--- src/rtl/ppu_pkg.sv ---
// ppu_pkg: VGA 640x480@60 timing, NES frame geometry and the RGB444 pixel type.
package ppu_pkg;
  localparam int H_VIS  = 640;
  localparam int H_FP   = 16;
  localparam int H_SYNC = 96;
  localparam int H_BP   = 48;
  localparam int V_VIS  = 480;
  localparam int V_FP   = 10;
  localparam int V_SYNC = 2;
  localparam int V_BP   = 33;
  localparam int X_OFS  = 64;
  localparam int NES_W  = 256;
  localparam int NES_H  = 240;
  typedef struct packed {
    logic [3:0] r;
    logic [3:0] g;
    logic [3:0] b;
  } rgb444_t;
endpackage

--- src/rtl/ppu_nes_palette_rom.sv ---
// ppu_nes_palette_rom: 2C02 palette quantised to RGB444, one-cycle registered lookup.
module ppu_nes_palette_rom
  import ppu_pkg::*;
(
  input  logic       i_clk,
  input  logic [5:0] idx_i,
  output rgb444_t    rgb_o
);
  localparam logic [11:0] PAL [64] = '{
    12'h777, 12'h00F, 12'h00B, 12'h42B, 12'h908, 12'hA02, 12'hA10, 12'h810,
    12'h530, 12'h070, 12'h060, 12'h050, 12'h045, 12'h000, 12'h000, 12'h000,
    12'hBBB, 12'h07F, 12'h05F, 12'h64F, 12'hD0C, 12'hE05, 12'hF30, 12'hE51,
    12'hA70, 12'h0B0, 12'h0A0, 12'h0A4, 12'h088, 12'h000, 12'h000, 12'h000,
    12'hFFF, 12'h3BF, 12'h68F, 12'h97F, 12'hF7F, 12'hF59, 12'hF75, 12'hFA4,
    12'hFB0, 12'hBF1, 12'h5D5, 12'h5F9, 12'h0ED, 12'h777, 12'h000, 12'h000,
    12'hFFF, 12'hAEF, 12'hBBF, 12'hDBF, 12'hFBF, 12'hFAC, 12'hFDB, 12'hFEA,
    12'hFD7, 12'hDF7, 12'hBFB, 12'hBFD, 12'h0FF, 12'hFDF, 12'h000, 12'h000
  };
  always_ff @(posedge i_clk) rgb_o <= rgb444_t'(PAL[idx_i]);
endmodule

--- src/rtl/ppu_vout_scan.sv ---
// ppu_vout_scan: scans the double-buffered NES frame at 2x into centred 640x480 VGA with palette lookup.
module ppu_vout_scan #(
  parameter int H_VIS  = ppu_pkg::H_VIS,
  parameter int H_FP   = ppu_pkg::H_FP,
  parameter int H_SYNC = ppu_pkg::H_SYNC,
  parameter int H_BP   = ppu_pkg::H_BP,
  parameter int V_VIS  = ppu_pkg::V_VIS,
  parameter int V_FP   = ppu_pkg::V_FP,
  parameter int V_SYNC = ppu_pkg::V_SYNC,
  parameter int V_BP   = ppu_pkg::V_BP,
  parameter int X_OFS  = ppu_pkg::X_OFS
) (
  input  logic        i_clk,
  input  logic        i_rstn,
  input  logic        i_ena,
  output logic [16:0] o_vbuf_addr,
  output logic        o_vbuf_re,
  input  logic [7:0]  i_vbuf_rdata,
  input  logic        i_frame_done,
  output logic        o_wr_bank,
  output logic        o_vblank,
  output logic        o_hsync,
  output logic        o_vsync,
  output logic        o_de,
  output logic [11:0] o_rgb
);
  import ppu_pkg::rgb444_t;
  localparam logic [9:0] HVIS  = 10'(H_VIS);
  localparam logic [9:0] HS0   = 10'(H_VIS + H_FP);
  localparam logic [9:0] HS1   = 10'(H_VIS + H_FP + H_SYNC);
  localparam logic [9:0] HLAST = 10'(H_VIS + H_FP + H_SYNC + H_BP - 1);
  localparam logic [9:0] VVIS  = 10'(V_VIS);
  localparam logic [9:0] VS0   = 10'(V_VIS + V_FP);
  localparam logic [9:0] VS1   = 10'(V_VIS + V_FP + V_SYNC);
  localparam logic [9:0] VLAST = 10'(V_VIS + V_FP + V_SYNC + V_BP - 1);
  localparam logic [9:0] XL    = 10'(X_OFS);
  localparam logic [9:0] XR    = 10'(X_OFS + 2 * ppu_pkg::NES_W);
  logic [9:0]  hcnt_q, hcnt_d, vcnt_q, vcnt_d;
  logic        rd_bank_q, rd_bank_d, pend_q, pend_d;
  logic [16:0] addr_q, addr_d;
  logic [2:0]  img_q, vis_q, hs_q, vs_q;
  logic        vis, img, hs, vs, swap;
  logic [7:0]  hx;
  rgb444_t     pal;
  logic        unused_rdata;
  always_comb begin
    vis       = hcnt_q < HVIS && vcnt_q < VVIS;
    img       = vis && hcnt_q >= XL && hcnt_q < XR;
    hs        = hcnt_q >= HS0 && hcnt_q < HS1;
    vs        = vcnt_q >= VS0 && vcnt_q < VS1;
    hx        = 8'((hcnt_q - XL) >> 1);
    swap      = i_ena && hcnt_q == '0 && vcnt_q == VVIS;
    hcnt_d    = (!i_ena || hcnt_q == HLAST) ? '0 : hcnt_q + 10'd1;
    vcnt_d    = !i_ena ? '0 : hcnt_q != HLAST ? vcnt_q : vcnt_q == VLAST ? '0 : vcnt_q + 10'd1;
    rd_bank_d = rd_bank_q ^ (swap && (pend_q || i_frame_done));
    pend_d    = !swap && (pend_q || i_frame_done);
    addr_d    = (i_ena && img) ? {rd_bank_q, vcnt_q[8:1], hx} : '0;
  end
  // Delay lines align sync/DE with the RAM read plus palette register (3 cycles).
  always_ff @(posedge i_clk or negedge i_rstn) begin
    if (!i_rstn) begin
      hcnt_q    <= '0;
      vcnt_q    <= '0;
      rd_bank_q <= 1'b0;
      pend_q    <= 1'b0;
      addr_q    <= '0;
      img_q     <= '0;
      vis_q     <= '0;
      hs_q      <= '0;
      vs_q      <= '0;
    end else begin
      hcnt_q    <= hcnt_d;
      vcnt_q    <= vcnt_d;
      rd_bank_q <= rd_bank_d;
      pend_q    <= pend_d;
      addr_q    <= addr_d;
      img_q     <= i_ena ? {img_q[1:0], img} : '0;
      vis_q     <= i_ena ? {vis_q[1:0], vis} : '0;
      hs_q      <= i_ena ? {hs_q[1:0], hs} : '0;
      vs_q      <= i_ena ? {vs_q[1:0], vs} : '0;
    end
  end
  ppu_nes_palette_rom u_pal (.i_clk(i_clk), .idx_i(i_vbuf_rdata[5:0]), .rgb_o(pal));
  assign unused_rdata = ^i_vbuf_rdata[7:6];
  assign o_vbuf_addr  = addr_q;
  assign o_vbuf_re    = img_q[0];
  assign o_wr_bank    = ~rd_bank_q;
  assign o_vblank     = vcnt_q >= VVIS;
  assign o_hsync      = ~hs_q[2];
  assign o_vsync      = ~vs_q[2];
  assign o_de         = vis_q[2];
  assign o_rgb        = img_q[2] ? pal : '0;
endmodule

--- config.mk ---
export PLATFORM = sky130hd
export DESIGN_NAME = ppu_vout_scan
export DESIGN_NICKNAME = d
export VERILOG_FILES = /design/src/rtl/ppu_pkg.sv /design/src/rtl/ppu_nes_palette_rom.sv /design/src/rtl/ppu_vout_scan.sv
export SDC_FILE = /design/constraint.sdc
export NUM_CORES = 1
export LEC_CHECK = 0
export CAP_MARGIN = 0
export CORE_ASPECT_RATIO = 1.75
export CORE_MARGIN = 3
export CORE_UTILIZATION = 50
export DETAILED_ROUTE_END_ITERATION = 10
export MAX_ROUTING_LAYER = met4
export PLACE_DENSITY = 0.77
export SLEW_MARGIN = 10
export SYNTH_ARGS = -nofsm -noshare
export SYNTH_HDL_FRONTEND = slang
export SYNTH_SLANG_ARGS = --single-unit
export TNS_END_PERCENT = 30
--- constraint.sdc ---
create_clock -name i_clk -period 1.73 [get_ports i_clk]
set_input_delay 0.173 -clock i_clk [delete_from_list [all_inputs] [get_ports i_clk]]
set_output_delay 0.173 -clock i_clk [all_outputs]
set_load 0.01 [all_outputs]
==> results of run 1 <==
## path summary, 6_finish.rpt
check | endpoint | slack [ns] | start
setup / recovery | rd_bank_q | -0.02 | vcnt_q[7]
hold / removal | vis_q[1] | 0.45 | vis_q[0]
setup reg to reg | rd_bank_q | -0.02 | vcnt_q[7]
hold reg to reg | vis_q[1] | 0.45 | vis_q[0]
max in group asynchronous | img_q[2] | 0.78 | i_rstn
min in group asynchronous | hcnt_q[3] | 0.48 | i_rstn
## per-stage QoR
stage                     instance area, µm²  std cells  setup WS (ns)  power (µW)  hold WS (ns)
after floorplan                         3630        383        -0.0140        1800        -0.123
after global placement                  4730        574         -0.330        2060         0.308
after detailed placement                4730        574         -0.361        2070         0.318
after CTS                               5170        599        0.00222        3930         0.448
after global routing                    5370        606         -0.102        4070         0.455
final                                   5370        606        -0.0154        3930         0.447
## flip-flops by register name, summed over array words and instances (netlist names)
signal / count
o_vbuf_addr: 17
pend_q: 1
u_pal.rgb_o: 12
vis_q: 3
img_q: 3
vs_q: 3
hcnt_q: 10
hs_q: 3
rd_bank_q: 1
vcnt_q: 10
## critical path, cell delays in order (launching register included)
cell and delay (ns):
dfrtp_2 0.42, nand4_1 0.16, buf_4 0.20, or4_4 0.53
nor3_4 0.21, xnor2_1 0.14
## layout make-up
| cell class | count | area share, % |
|---|---|---|
| inverters | 19 | 1.33 |
| clock buffers | 10 | 4.45 |
| repair buffers | 149 | 23.8 |
| well taps | 84 | 1.96 |
| clock inverters | 6 | 1.26 |
| flip-flops and latches | 63 | 28.3 |
| multi-input cells | 275 | 38.9 |
## layer usage
layer,track usage [%],vias to the layer above,wire length [µm]
met5,-,-,0
met4,13.4,0,536
met3,5.62,44,480
met2,51.1,138,6490
met1,26.7,1702,3840
li1,-,1623,-
## kinds of logic after synthesis
| logic type | synth area share, % |
|---|---|
| flip-flops | 41.9 |
| AO/OA/AOI/OAI | 15.0 |
| buffers and inverters | 5.46 |
| adder cells (fa/ha/maj) | 7.18 |
| AND/OR/NAND/NOR | 24.0 |
| multiplexers | 4.52 |
| XOR/XNOR | 1.93 |
## timing repair
| action | in CTS | in global routing |
|---|---|---|
| resized for setup | 16 | 36 |
| hold buffers | 1 | 0 |
| gates cloned | 2 | 0 |
| pin swaps | 5 | 10 |
| buffers inserted | 6 | 8 |
| setup endpoints to repair | 40 | 45 |
| endpoints found under the hold margin | 51 | 0 |
## power by group through the flow
stage                     Sequential, µW  Clock, µW  Combinational (µW)
after global placement              1560          0                 501
after global routing                1540       1950                 581
final                               1540       1860                 538
after CTS                           1530       1880                 524
after floorplan                     1560          0                 242
after detailed placement            1560          0                 507
## layout by cell type, fill, tap and decap left out, types with 3 or more instances in the layout
cell type	n
a21boi_0	3
a21o_1	3
a21oi_1	18
a311oi_1	3
a31oi_1	5
and2_1	37
buf_4	100
buf_6	3
clkbuf_16	9
clkdlybuf4s50_1	30
dfrtp_1	49
dfxtp_1	12
dlymetal6s2s_1	12
ha_1	14
ha_2	4
inv_1	13
inv_2	4
mux2_2	3
mux2i_1	4
mux4_2	4
nand2_1	24
nand2b_1	8
nand3_1	13
nand4_1	4
nor2_1	20
nor2b_1	6
nor3_1	8
nor3b_1	3
o211ai_1	8
o21ai_0	16
o31ai_1	3
or3_1	6
xnor2_1	5
xor2_1	3
==> metrics.md, run 1 <==
| Metric | Value |
|---|---|
| Via density | roughly 5.8 |
| Final wirelength | 11300 µm |
| Fin. Hold Viols | 0 |
| First-pass GRT wire length | roughly 17000 µm |
| Initial core utilization | 52.1% |
| Largest cells by area after synthesis | dfrtp_1 (35%), ha_1 (6.9%), dfxtp_1 (6.6%) |
| # clock sinks | 63 |
| Synth Instances | roughly 380 |
| Dpl hpwl | a little under 8000 µm |
| Die area | roughly 8300 µm² |
| Sequential cell fraction of total power | roughly two fifths |
| Syn_area_per_cell | between 9 and 10 µm² |
| First DRT Iteration DRCs | 240 |
| Worst setup margin | -0.0154 ns |
| Leak | 0.00257 µW |
| Clock power frac | a little under half |
| Setup Skew | roughly 0.0045 ns |
| CP endpoint kind | register |
| FMAX | around 570 MHz |
| Area share of the largest cell type after synthesis | between 30% and 40% |
| Post-synth EDFFs | 0 |
| CTS tree | built |
| Unrepaired setup endpoints after global routing | yes |
| Final #Nets | approximately 550 |
| Most common cell in the netlist | dfrtp_1 |
| Multi-input combinational cell area | roughly 2100 µm² |
| Sequential Area | roughly 1500 µm² |
| Layout cells sized above 1 | roughly a third |
| Final worst path period share | 101% |
| Inserted Clock Buffers | 9 |
| Worst Tran Pin Value | 0.640 ns |
| Worst min-delay path category | reg2reg |
| Drt pass-1 iters | 5 |
| Clock slew at reported path FFs | approximately 0.06 ns |
| Crit-path max FO | 6 |
| Relative slew slack | between 50% and 60% |
| Asr flop ratio synth | 81.0% |
| GRT Residual Overflow | 0 |
| Largest area contributor in the netlist | dfrtp_1 |
| Final RePlAce weighted congestion | 0.965 |
| Cell Area, Synth | 3620 µm² |
| Fill cells | 475 |
| WP data arrival | approximately 2.0 ns |
| Post-Syn Nets | about 420 |
| GRT Util Overall | roughly 28% |
| Violated checks | negative setup slack |
| Pint | slightly below 3000 µW |
| DRC | 0 |
| Worst path required time | 1.98 ns |
| Final ANT Viol Nets | 0 |
| Layout area overhead | 48.1% |
| Max VDD drop | between 600 and 700 µV |
| Outcome | finished, violations left |
| Vias in the first global route | approximately 3500 |
| Synth cell count leaders | dfrtp_1 (51), and2_1 (37), nand2_1 (24) |
| Setup TNS | -0.0281 ns |
| Buffers on Ports | 44 |
| CP startpoint kind | register |
| Largest net degree at the start of global routing | 52 |
| Max-Cap Viols | 0 |
| Routed wire per std cell | approximately 19 µm |
| Synth cell types | 64 |
| Slew Viols, Final | 0 |
| Max Root-Sink Buffers | 2 |
| Sw power | roughly 990 µW |
| Vias post-DR | 3507 |
| Crit Path Class | reg2reg |
| Worst-Skew Late Latency | about 0.33 ns |
| Final Core Density | 77.2% |
| Min Tclk post-route | 1.75 ns |
| Initial antenna violation count | 0 |
| Gate power share | a little over an eighth |
| Cell Rows | 40 |
| Core box area | 6960 µm² |
| N_diodes | 0 |
| Main synth FF type | dfrtp_1 |
| Worst Hold Depth | 1 |
| Register area share after synthesis | roughly two fifths |
| Sw Ratio | between 20% and 30% |
| CTS root buf | clkbuf_16 |
| IO Pins | 47 |
| #FFs+latches synth | 63 |
| Width of the chip | ~70 µm |
| H-Tree Depth | 3 |
| DIE HEIGHT | ~120 µm |
| Final setup viols | 2 |
| Worst r2r path cells | 5 |
| Synth warn | 0 |
| Pwr dens | around 730 nW/µm² |
Note: power is estimated with default switching activity, not from simulation.
==> inputs of run 2 (changes only) <==
--- a/config.mk
+++ b/config.mk
@@ -8,10 +8,11 @@
 export CAP_MARGIN = 0
 export CORE_ASPECT_RATIO = 1.75
 export CORE_MARGIN = 3
-export CORE_UTILIZATION = 50
+export CORE_UTILIZATION = 55
 export DETAILED_ROUTE_END_ITERATION = 10
+export DONT_BUFFER_PORTS = 1
 export MAX_ROUTING_LAYER = met4
-export PLACE_DENSITY = 0.77
+export PLACE_DENSITY = 0.74
 export SLEW_MARGIN = 10
 export SYNTH_ARGS = -nofsm -noshare
 export SYNTH_HDL_FRONTEND = slang
==> metrics.md, run 2 (synthesis results as in run 1) <==
| Metric | Value |
|---|---|
| Min Tclk post-route | 1.72 ns |
| Via density | approximately 6.3 |
| Sequential Area | 1520 µm² |
| Initial core utilization | between 50 and 60% |
| Vias post-DR | roughly 3100 |
| Layout area overhead | 19.1% |
| Final worst path period share | between 90% and 100% |
| Worst Tran Pin Value | approximately 0.6 ns |
| Max-Cap Viols | 0 |
| Multi-input combinational cell area | roughly 2000 µm² |
| N_diodes | 0 |
| Dpl hpwl | 6400 µm |
| Most frequent cells in the layout | dfrtp_1 (50), and2_1 (37), buf_4 (37) |
| Die area | 7640 µm² |
| First-pass GRT wire length | ~15000 µm |
| CTS root buf | clkbuf_8 |
| CP endpoint kind | register |
| Relative slew slack | 59.8% |
| Final RePlAce weighted congestion | approximately 0.95 |
| WP data arrival | between 2 and 2.5 ns |
| Final ANT Viol Nets | 0 |
| Core box area | approximately 6300 µm² |
| H-Tree Depth | 3 |
| Setup Skew | 0.00475 ns |
| Routed wire per std cell | 18.9 µm |
| Unrepaired setup endpoints after global routing | yes |
| FMAX | slightly below 600 MHz |
| Buffers on Ports | 0 |
| Commonest non-fill, non-tap cell in the layout | dfrtp_1 |
| Final setup viols | 0 |
| Worst-Skew Late Latency | 0.36 ns |
| Fin. Hold Viols | 0 |
| Cell Rows | 38 |
| Leak | 0.00188 µW |
| Worst min-delay path category | in2reg |
| Final Core Density | approximately 69% |
| DIE HEIGHT | ~110 µm |
| CP startpoint kind | register |
| Inserted Clock Buffers | 9 |
| DRC | 0 |
| Vias in the first global route | roughly 3100 |
| Layout cells sized above 1 | between 20% and 30% |
| Crit-path max FO | 6 |
| Worst path required time | roughly 2 ns |
| Clock slew at reported path FFs | approximately 0.070 ns |
| First DRT Iteration DRCs | ~330 |
| Largest register FFs | 17 |
| # clock sinks | between 60 and 70 |
| Final #Nets | around 450 |
| Crit Path Class | reg2reg |
| Max Root-Sink Buffers | 2 |
| Initial antenna violation count | 0 |
| Max VDD drop | 616 µV |
| Pwr dens | just over 800 nW/µm² |
| GRT Util Overall | a little over a quarter |
| Largest net degree at the start of global routing | 52 |
| Fill cells | 500 |
| Width of the chip | approximately 67 µm |
| Setup TNS | 0 ns |
| Outcome | completed |
| Drt pass-1 iters | 5 |
| Slew Viols, Final | 0 |
| IO Pins | between 40 and 50 |
| Final wirelength | roughly 9400 µm |
| GRT Residual Overflow | 0 |
| CTS tree | built |
==> run 2: final cells by class <==
cell class	instances	area share [%]
Timing Repair Buffer	46	8.99
Tap cell	80	2.32
Clock buffer	11	3.28
Inverter	19	1.65
Multi-Input combinational cell	275	46.2
Clock inverter	5	2.44
Sequential cell	63	35.2
==> run 2: worst paths after layout <==
| path | from | to | slack, ns | cells after the start |
|---|---|---|---|---|
| worst min register to register | img_q[1] | img_q[2] | 0.46 | 1 |
| max in group asynchronous | i_rstn | vcnt_q[6] | 1.15 | 2 |
| min in group asynchronous | i_rstn | o_vbuf_addr[3] | 0.33 | 2 |
| worst max-delay path | hcnt_q[0] | vcnt_q[9] | 0.01 | 5 |
| worst min-delay path | i_vbuf_rdata[4] | u_pal.rgb_o[3] | 0.03 | 2 |
| worst max register to register | hcnt_q[0] | vcnt_q[9] | 0.01 | 5 |
==> run 2: critical path, cell delays in order (launching register included) <==
cell	delay, ns
dfrtp_1	0.39
ha_2	0.22
nand4_4	0.15
or3_4	0.44
o311ai_1	0.30
o21a_1	0.16
==> run 2: per-stage QoR <==
stage | power (µW) | area, µm² | std cells | setup WS [ns] | hold WS (ns)
floorplan | 1800 | 3630 | 383 | -0.0140 | -0.123
global placement | 1850 | 3880 | 473 | 0.00412 | -0.121
detailed placement | 1860 | 3880 | 473 | -0.0608 | -0.121
CTS | 3500 | 4230 | 495 | 0.00937 | 0.000500
global route | 3650 | 4320 | 499 | -0.0416 | 0.0162
finish | 3500 | 4320 | 499 | 0.0136 | 0.0269
==> run 2: report_power, final <==
group | switching, µW | internal, µW | total (µW)
sequential | 18.2 | 1510 | 1530
combinational | 193 | 167 | 360
clock | 613 | 996 | 1610
total | 824 | 2680 | 3500
==> run 2: timing repair <==
action,in CTS,in global routing
pin swaps,1,5
setup endpoints to repair,19,23
cloned,0,1
setup buffers,0,2
gates resized for setup,5,11
hold endpoints to repair,74,1
hold buffers,6,1
==> run 2: layer usage <==
layer / track usage, % / share of wire (%) / up-vias
li1: - / - / 1417
met1: 25.6 / 34 / 1522
met2: 47.2 / 56 / 135
met3: 7.98 / 5.1 / 47
met4: 16.8 / 5.1 / 0
met5: - / 0 / -
==> inputs of run 3 (changes only) <==
--- a/config.mk
+++ b/config.mk
@@ -13,6 +13,7 @@
 export DONT_BUFFER_PORTS = 1
 export MAX_ROUTING_LAYER = met4
 export PLACE_DENSITY = 0.74
+export SKIP_CTS_REPAIR_TIMING = 1
 export SLEW_MARGIN = 10
 export SYNTH_ARGS = -nofsm -noshare
 export SYNTH_HDL_FRONTEND = slang
==> metrics.md, run 3 (synthesis results as in run 1) <==
| Metric | Value |
|---|---|
| Layout area overhead | 19.5% |
| Max Root-Sink Buffers | 2 |
| Clock power frac | 45.8% |
| Leak | approximately 0.0019 µW |
| Worst setup margin | about 0.019 ns |
| Pwr Total | between 3000 and 4000 µW |
| Sw power | between 800 and 900 µW |
| CTS root buf | clkbuf_8 |
| Final worst path period share | between 90% and 100% |
| Largest register FFs | 17 |
| Unrepaired setup endpoints after global routing | yes |
| Worst r2r path cells | 7 |
| Inserted Clock Buffers | 9 |
| Outcome | finished, violations left |
| DIE HEIGHT | 113 µm |
| N_diodes | 0 |
| Initial core utilization | between 50 and 60% |
| Final #Nets | 447 |
| Largest net degree at the start of global routing | 52 |
| Core box area | around 6300 µm² |
| Drt pass-1 iters | 5 |
| Met2 WL | 5220 µm |
| GRT Util Overall | about a quarter |
| Commonest non-fill, non-tap cell in the layout | dfrtp_1 |
| # clock sinks | 63 |
| Worst path required time | between 1.5 and 2 ns |
| Pint | ~2700 µW |
| Initial antenna violation count | 0 |
| Fill cells | roughly 490 |
| GRT Residual Overflow | 0 |
| Crit-path max FO | 5 |
| Layout cells sized above 1 | between 20 and 25% |
| Dpl hpwl | 6400 µm |
| Pwr dens | between 800 and 900 nW/µm² |
| FMAX | just under 600 MHz |
| H-Tree Depth | 3 |
| Vias post-DR | 3058 |
| Die area | between 7000 and 8000 µm² |
| Final RePlAce weighted congestion | 0.951 |
| Sequential cell fraction of total power | approximately 44% |
| WP data arrival | about 2.0 ns |
| Width of the chip | between 60 and 70 µm |
| CTS tree | built |
| Reg2reg end | o_vbuf_addr[12] |
| Routed wire per std cell | 18.6 µm |
| Most frequent cells in the layout | dfrtp_1 (50), buf_4 (37), and2_1 (34) |
| Final ANT Viol Nets | 0 |
| Buffers on Ports | 0 |
| R2r setup slk | around 0.019 ns |
| Setup Skew | roughly 0.0078 ns |
| IO Pins | between 40 and 50 |
| CP endpoint kind | register |
| Worst hold slack | -0.00516 ns |
| Fin. Hold Viols | 1 |
| Max VDD drop | just over 600 µV |
| M1 WL | between 3000 and 4000 µm |
| Worst Hold Depth | 2 |
| Min Tclk post-route | approximately 1.7 ns |
| Worst-Skew Late Latency | approximately 0.36 ns |
| Min-Delay Endpoint | u_pal.rgb_o[7] |
| Worst r2r src | hcnt_q[0] |
| Max-Cap Viols | 0 |
| Slew Viols, Final | 0 |
| Worst min-delay path category | in2reg |
| Cell Rows | 38 |
| First DRT Iteration DRCs | approximately 290 |
| CP startpoint kind | register |
| Routed met3 length | between 500 and 600 µm |
| Relative slew slack | 60.9% |
| Sw Ratio | a little under a quarter |
| Crit Path Class | reg2reg |
| Setup Slack @ Placement | -0.0608 ns |
| Clock slew at reported path FFs | 0.07 ns |
| Top sig layer | met4 |
| Hold Crit Start | i_vbuf_rdata[5] |
| Worst Tran Pin Value | 0.572 ns |
| Final setup viols | 0 |
| First-pass GRT wire length | between 10000 and 15000 µm |
| Final wirelength | approximately 9300 µm |
| DRC | 0 |
| Vias in the first global route | about 3000 |
| Via density | around 6 |
| Violated checks | negative hold slack |
| Gate power share | 10.2% |
-- run 3: metal layers --
| metal | up-vias | track usage (%) |
|---|---|---|
| met5 | - | - |
| met4 | 0 | 14.6 |
| met3 | 48 | 7.49 |
| met2 | 132 | 45.4 |
| met1 | 1455 | 25.2 |
| li1 | 1423 | - |
-- run 3: through the flow --
| step | cells | hold WS (ns) | instance area [µm²] | util [%] | setup TNS [ns] |
|---|---|---|---|---|---|
| 6_report | 500 | -0.00516 | 4330 | 69.0 | 0 |
| 5_1_grt | 500 | 0.00676 | 4330 | 69.0 | -0.307 |
| 4_1_cts | 489 | -0.513 | 4130 | 65.7 | -1.15 |
| 3_5_place_dp | 473 | -0.121 | 3880 | 61.8 | -0.692 |
| 3_3_place_gp | 473 | -0.121 | 3880 | 61.8 | 0 |
| 2_1_floorplan | 383 | -0.123 | 3630 | - | -0.0140 |
-- run 3: area by class of cell --
type / count / area, µm² / area share [%]
Clock buffer: 11 / 141 / 3.26
Clock inverter: 5 / 105 / 2.43
Inverter: 19 / 71.3 / 1.65
Multi-Input combinational cell: 275 / 2000 / 46.2
Sequential cell: 63 / 1520 / 35.0
Tap cell: 80 / 100 / 2.31
Timing Repair Buffer: 47 / 393 / 9.07
-- run 3: worst max path at each step --
| stage | depth (start not counted) | slack, ns | to | start |
|---|---|---|---|---|
| after floorplan | 8 | -0.01 | o_vbuf_addr[12] | hcnt_q[0] |
| after global placement | 7 | 0.004 | o_vbuf_addr[12] | hcnt_q[0] |
| after detailed placement | 7 | -0.06 | o_vbuf_addr[12] | hcnt_q[0] |
| after CTS | 7 | -0.09 | o_vbuf_addr[11] | hcnt_q[0] |
| after global routing | 5 | -0.04 | vcnt_q[9] | hcnt_q[0] |
| final | 7 | 0.02 | o_vbuf_addr[12] | hcnt_q[0] |
-- run 3: power by group through the flow --
stage	Sequential [µW]	Clock [µW]	Combinational, µW
5_1_grt	1540	1710	391
3_3_place_gp	1560	0	292
6_report	1530	1600	356
3_5_place_dp	1560	0	297
2_1_floorplan	1560	0	242
4_1_cts	1530	1620	298
-- run 3: critical path: stages (launching register included) --
cell	delay (ns)
dfrtp_1	0.39
inv_1	0.06
ha_1	0.19
nor4b_2	0.16
a311o_1	0.29
and3_4	0.22
buf_6	0.12
and2_2	0.17
==> RTL edit 1, RTL diff (flow settings as in run 3) <==
`addr_q` no longer has a reset.
--- a/src/rtl/ppu_vout_scan.sv
+++ b/src/rtl/ppu_vout_scan.sv
@@ -63,7 +63,6 @@
       vcnt_q    <= '0;
       rd_bank_q <= 1'b0;
       pend_q    <= 1'b0;
-      addr_q    <= '0;
       img_q     <= '0;
       vis_q     <= '0;
       hs_q      <= '0;
@@ -73,12 +72,15 @@
       vcnt_q    <= vcnt_d;
       rd_bank_q <= rd_bank_d;
       pend_q    <= pend_d;
-      addr_q    <= addr_d;
       img_q     <= i_ena ? {img_q[1:0], img} : '0;
       vis_q     <= i_ena ? {vis_q[1:0], vis} : '0;
       hs_q      <= i_ena ? {hs_q[1:0], hs} : '0;
       vs_q      <= i_ena ? {vs_q[1:0], vs} : '0;
     end
+  end
+
+  always_ff @(posedge i_clk) begin
+    addr_q <= addr_d;
   end
   ppu_nes_palette_rom u_pal (.i_clk(i_clk), .idx_i(i_vbuf_rdata[5:0]), .rgb_o(pal));
   assign unused_rdata = ^i_vbuf_rdata[7:6];
Formal check against the unedited RTL: no difference found for any inputs over 10 cycles, from zero or initial values and one cycle with i_rstn low; that may be too few to reach the edited logic, so the function may still have changed.
==> RTL edit 1 against run 3 <==
  * The run ends with hold timing, setup timing left
  * Critical path depth unchanged
  * Setup slack got worse by 320 ps
  * Global-route usage shrank 0.10 points
  * Sequential cell count unchanged
  * Wire length fell by 1.5%
  * Synthesized area down 1.6%
  * Non-clock buffer count increased by 5
  * Sequential share of layout area is 1.1 points lower
  * Power down 4.1%
  * Design area is 2.6% lower
  * Critical endpoint is now vcnt_q[2]
==> RTL edit 1: results (changes against run 3) <==
[place]
dpl_cell_area_um2=3870  ; -0.23%
gp_congestion=0.974  ; +2.4%
pre_cts_ws_ps=-253  ; -192 ps
dp_hpwl_mm=6.46  ; +1.1%

[power_and_ir_drop]
clkPwrFrac_pct=44.0  ; -1.8 points
leakagePower_nw=1.88  ; -0.19%
ir_worst_vdd_v=0.000628  ; +3.1%
switching_share_pct=24.5  ; +1.2 points

[yosys]
synth-seq-area-share_pct=40.2  ; -1.7 points
synthTopCellsByCount=and2_1, dfrtp_1, dfxtp_1
syn_avg_cell_area_um2=9.21  ; -2.6%
synth_compound_area_share_pct=15.7  ; +0.67 points
synthAdderAreaFrac_pct=7.30  ; +0.12 points
async_reset_ff_share_pct=54.0  ; -27 points
synth_area_leaders=dfrtp_1, dfxtp_1, ha_1
synth_xor_area_share_pct=1.72  ; -0.21 points

[run_status]
outcome=complete, but fails checks
violations=hold timing, setup timing

[sta]
setup_viol=10  ; +10
fin_setup_tns_ps=-2640  ; -2640 ps
fin_ws_ps=-304  ; -323 ps
relSlewSlack_pct=66.4  ; +5.5 points
hold_ws_ps=-15.6  ; -10.5 ps
final_hold_viol_count=3  ; +2

[detailed_routing]
wirelength_mm=9.16  ; -1.5%
drt_iter0_markers=492  ; +67%
dr.pass1.iters=6  ; +1

[final_layout]
finalNonFillerCells=507  ; +1.4%
n_all_buffers=52  ; +11%
area_delta_synth_final_pct=18.4
seq_share_pct=33.9  ; -1.1 points
n_fill_cell=468  ; -4.9%
nClkBuffers=10  ; -1
nMultiInputCombCells=278  ; +1.1%
multi_input_area_share_pct=46.8  ; +0.54 points
inverters_excl_clock=18  ; -1
bufAreaShareNonClock_pct=9.88  ; +0.80 points

[setup_path]
path_delay_family=compound AO/OA/AOI/OAI gates
crit_arrival_ps=2270  ; +310 ps
setup.worst_path.start=vcnt_q[0]
crit_slowest_cell=or4b_4
slowest_delay_ps=460  ; +70 ps

[global_route]
grt_max_degree=40  ; -23%
grt_pass1_vias=2968  ; -0.97%
grt_util_all_layers_pct=26.1  ; -0.10 points

[min_path]
worstHoldStart=i_frame_done

[RTL edit 1: cell count changes in the layout (fill, tap and decap cells not counted), moves of 3 or more]
cell / change
dfxtp_1: +17
and2_4: -3
buf_4: +7
and3b_1: +3
dfrtp_1: -16
a22o_1: +4
mux2i_1: +4
and2_1: +4
nor3b_1: -3
ha_1: +3
o211ai_1: -4
o22ai_1: +3
and3_1: +6
o311ai_0: -3
[RTL edit 1: path summary, 6_finish.rpt]
kind	end	slack, ps	depth (start not counted)
max in group asynchronous	vcnt_q[8]	1270	2
min in group asynchronous	vs_q[1]	270	2
setup reg to reg	vcnt_q[2]	-300	7
hold / removal	pend_q	-20	2
hold reg to reg	vs_q[2]	460	1
setup / recovery	vcnt_q[2]	-300	7
[RTL edit 1: metal layers]
layer	routed length (um)	GRT usage (%)	vias up
li1	-	-	1441
met1	3120	26.1	1486
met2	4880	44.0	165
met3	592	6.01	50
met4	569	16.8	0
met5	0	-	-
==> RTL edit 2, RTL diff (settings of run 3) <==
Made on the original files. Put a register stage on the output `o_rgb`, without a reset. The value now appears one clock later. The other outputs are not delayed to match.
--- a/src/rtl/ppu_vout_scan.sv
+++ b/src/rtl/ppu_vout_scan.sv
@@ -89,6 +89,8 @@
   assign o_hsync      = ~hs_q[2];
   assign o_vsync      = ~vs_q[2];
   assign o_de         = vis_q[2];
-  assign o_rgb        = img_q[2] ? pal : '0;
+  always_ff @(posedge i_clk) begin
+    o_rgb <= img_q[2] ? pal : '0;
+  end
 endmodule
 
Formal check against the unedited RTL: no difference found for any inputs over 10 cycles, from zero or initial values and one cycle with i_rstn low; that may be too few to reach the edited logic, so the function may still have changed.
==> RTL edit 2 against run 3 <==
  * The flow finishes with violations (setup timing)
  * First-iteration DRC count increased by 10%
  * Power is 24% higher
  * Highest routed layer unchanged
  * Non-clock buffer count shrank 2
  * Synthesized area is 6.7% higher
  * Die area is 6.2% higher
  * Synthesized cell count grew 5.2%
  * Wire length rose by 5.6%
  * Sequential power grew 18%
  * Largest cell class unchanged
  * Cell count grew 3.8%
  * Setup slack worse by 130 ps
  * Design area up 7.3%
  * Sequential cell count grew 12
==> RTL edit 2: results (changes against run 3) <==
[run_status]
outcome=complete, but fails checks
violations=setup timing

[floorplan]
design.core.area_um2=6690  ; +6.5%

[sta]
fin_ws_ps=-113  ; -132 ps
fin_setup_tns_ps=-1420  ; -1420 ps
clock_skew_ps=4.00  ; -3.84 ps
worst_pin_slew_ps=534  ; -37.9 ps
hold_ws_ps=2.23  ; +7.38 ps
final_hold_viol_count=0  ; -1
setup_viol=23  ; +23

[final_layout]
layout-drive-gt1-share_pct=19.0  ; -2.9 points
multiInputGateArea_um2=1980  ; -1.0%
inverters_excl_clock=23  ; +4
seq_share_pct=37.8  ; +2.7 points
n_all_buffers=45  ; -4.3%
n_fill_cell=479  ; -2.6%
bufAreaShareNonClock_pct=7.94  ; -1.1 points

[yosys]
netlist_instances=403  ; +5.2%
synth_area_leaders=dfrtp_1, dfxtp_1, ha_1
synthAdderAreaFrac_pct=6.47  ; -0.71 points
synth-seq-area-share_pct=45.4  ; +3.6 points
synth_compound_area_share_pct=15.1  ; +0.093 points
async_reset_ff_share_pct=68.0  ; -13 points
synthTopCellsByCount=dfrtp_1, and2_1, dfxtp_1
synthMuxAreaShare_pct=3.40  ; -1.1 points

[detailed_routing]
avgViaCountPerCell=6.28  ; +2.7%
dr.pass1.iters=7  ; +2
wirelength_mm=9.81  ; +5.6%
num_vias=3259  ; +6.6%
m1WireLength_mm=3.51  ; +15%
drt_iter0_markers=324  ; +10%

[power_and_ir_drop]
leakagePower_nw=2.05  ; +8.9%
p_per_area_nw_per_um2=933  ; +16%

[place]
pre_cts_ws_ps=-102  ; -41.6 ps
gp_congestion=0.989  ; +4.0%
dpl_cell_area_um2=4160  ; +7.1%
dp_hpwl_mm=6.41  ; +0.18%
dp.cells=495  ; +4.7%

[setup_path]
setup.worst_path.start=hcnt_q[6]
slowest_delay_ps=430  ; +40 ps
crit_slowest_cell=or3_4
crit_arrival_ps=2110  ; +150 ps
crit_fanout=6  ; +1
crit_end=vcnt_q[9]
ff2ff_path_depth=6  ; -1

[global_route]
met3_usage_pct=5.30  ; -2.2 points
met2_usage_pct=45.7  ; +0.26 points
use_met1_pct=23.4  ; -1.9 points
grt_first_pass_wirelength_mm=15.0  ; +4.4%
grt_util_all_layers_pct=24.4  ; -1.9 points

[clocking]
clk_latency_ps=330  ; -30 ps
clockRootBuffer=clkbuf_16

RTL edit 2: changes by cell type after synthesis, moves of 3 or more:
cell / before / now
nand3_1: 13 / 9
inv_1: 17 / 23
nand2_1: 24 / 21
clkbuf_1: 13 / 16
a31oi_1: 5 / 2
buf_2: 9 / 6
and3b_1: 0 / 4
dfxtp_1: 12 / 24
a211oi_1: 0 / 3
nor2b_1: 6 / 10
o21ai_0: 16 / 23
RTL edit 2: report_power, final:
part / internal, mW / leakage, nW / switching, mW
Clock: 1.48 / 0.173 / 0.677
Combinational: 0.170 / 0.984 / 0.200
Sequential: 1.79 / 0.895 / 0.0184
Total: 3.44 / 2.05 / 0.895
RTL edit 2: worst max-delay path: cells and delay by family (launching register included):
| kind | cells | cell delay (ps) |
|---|---|---|
| compound gates | 2 | 580 |
| fa+ha+maj | 1 | 150 |
| simple gates | 2 | 530 |
| flops | 1 | 400 |
| buf+inv | 1 | 120 |
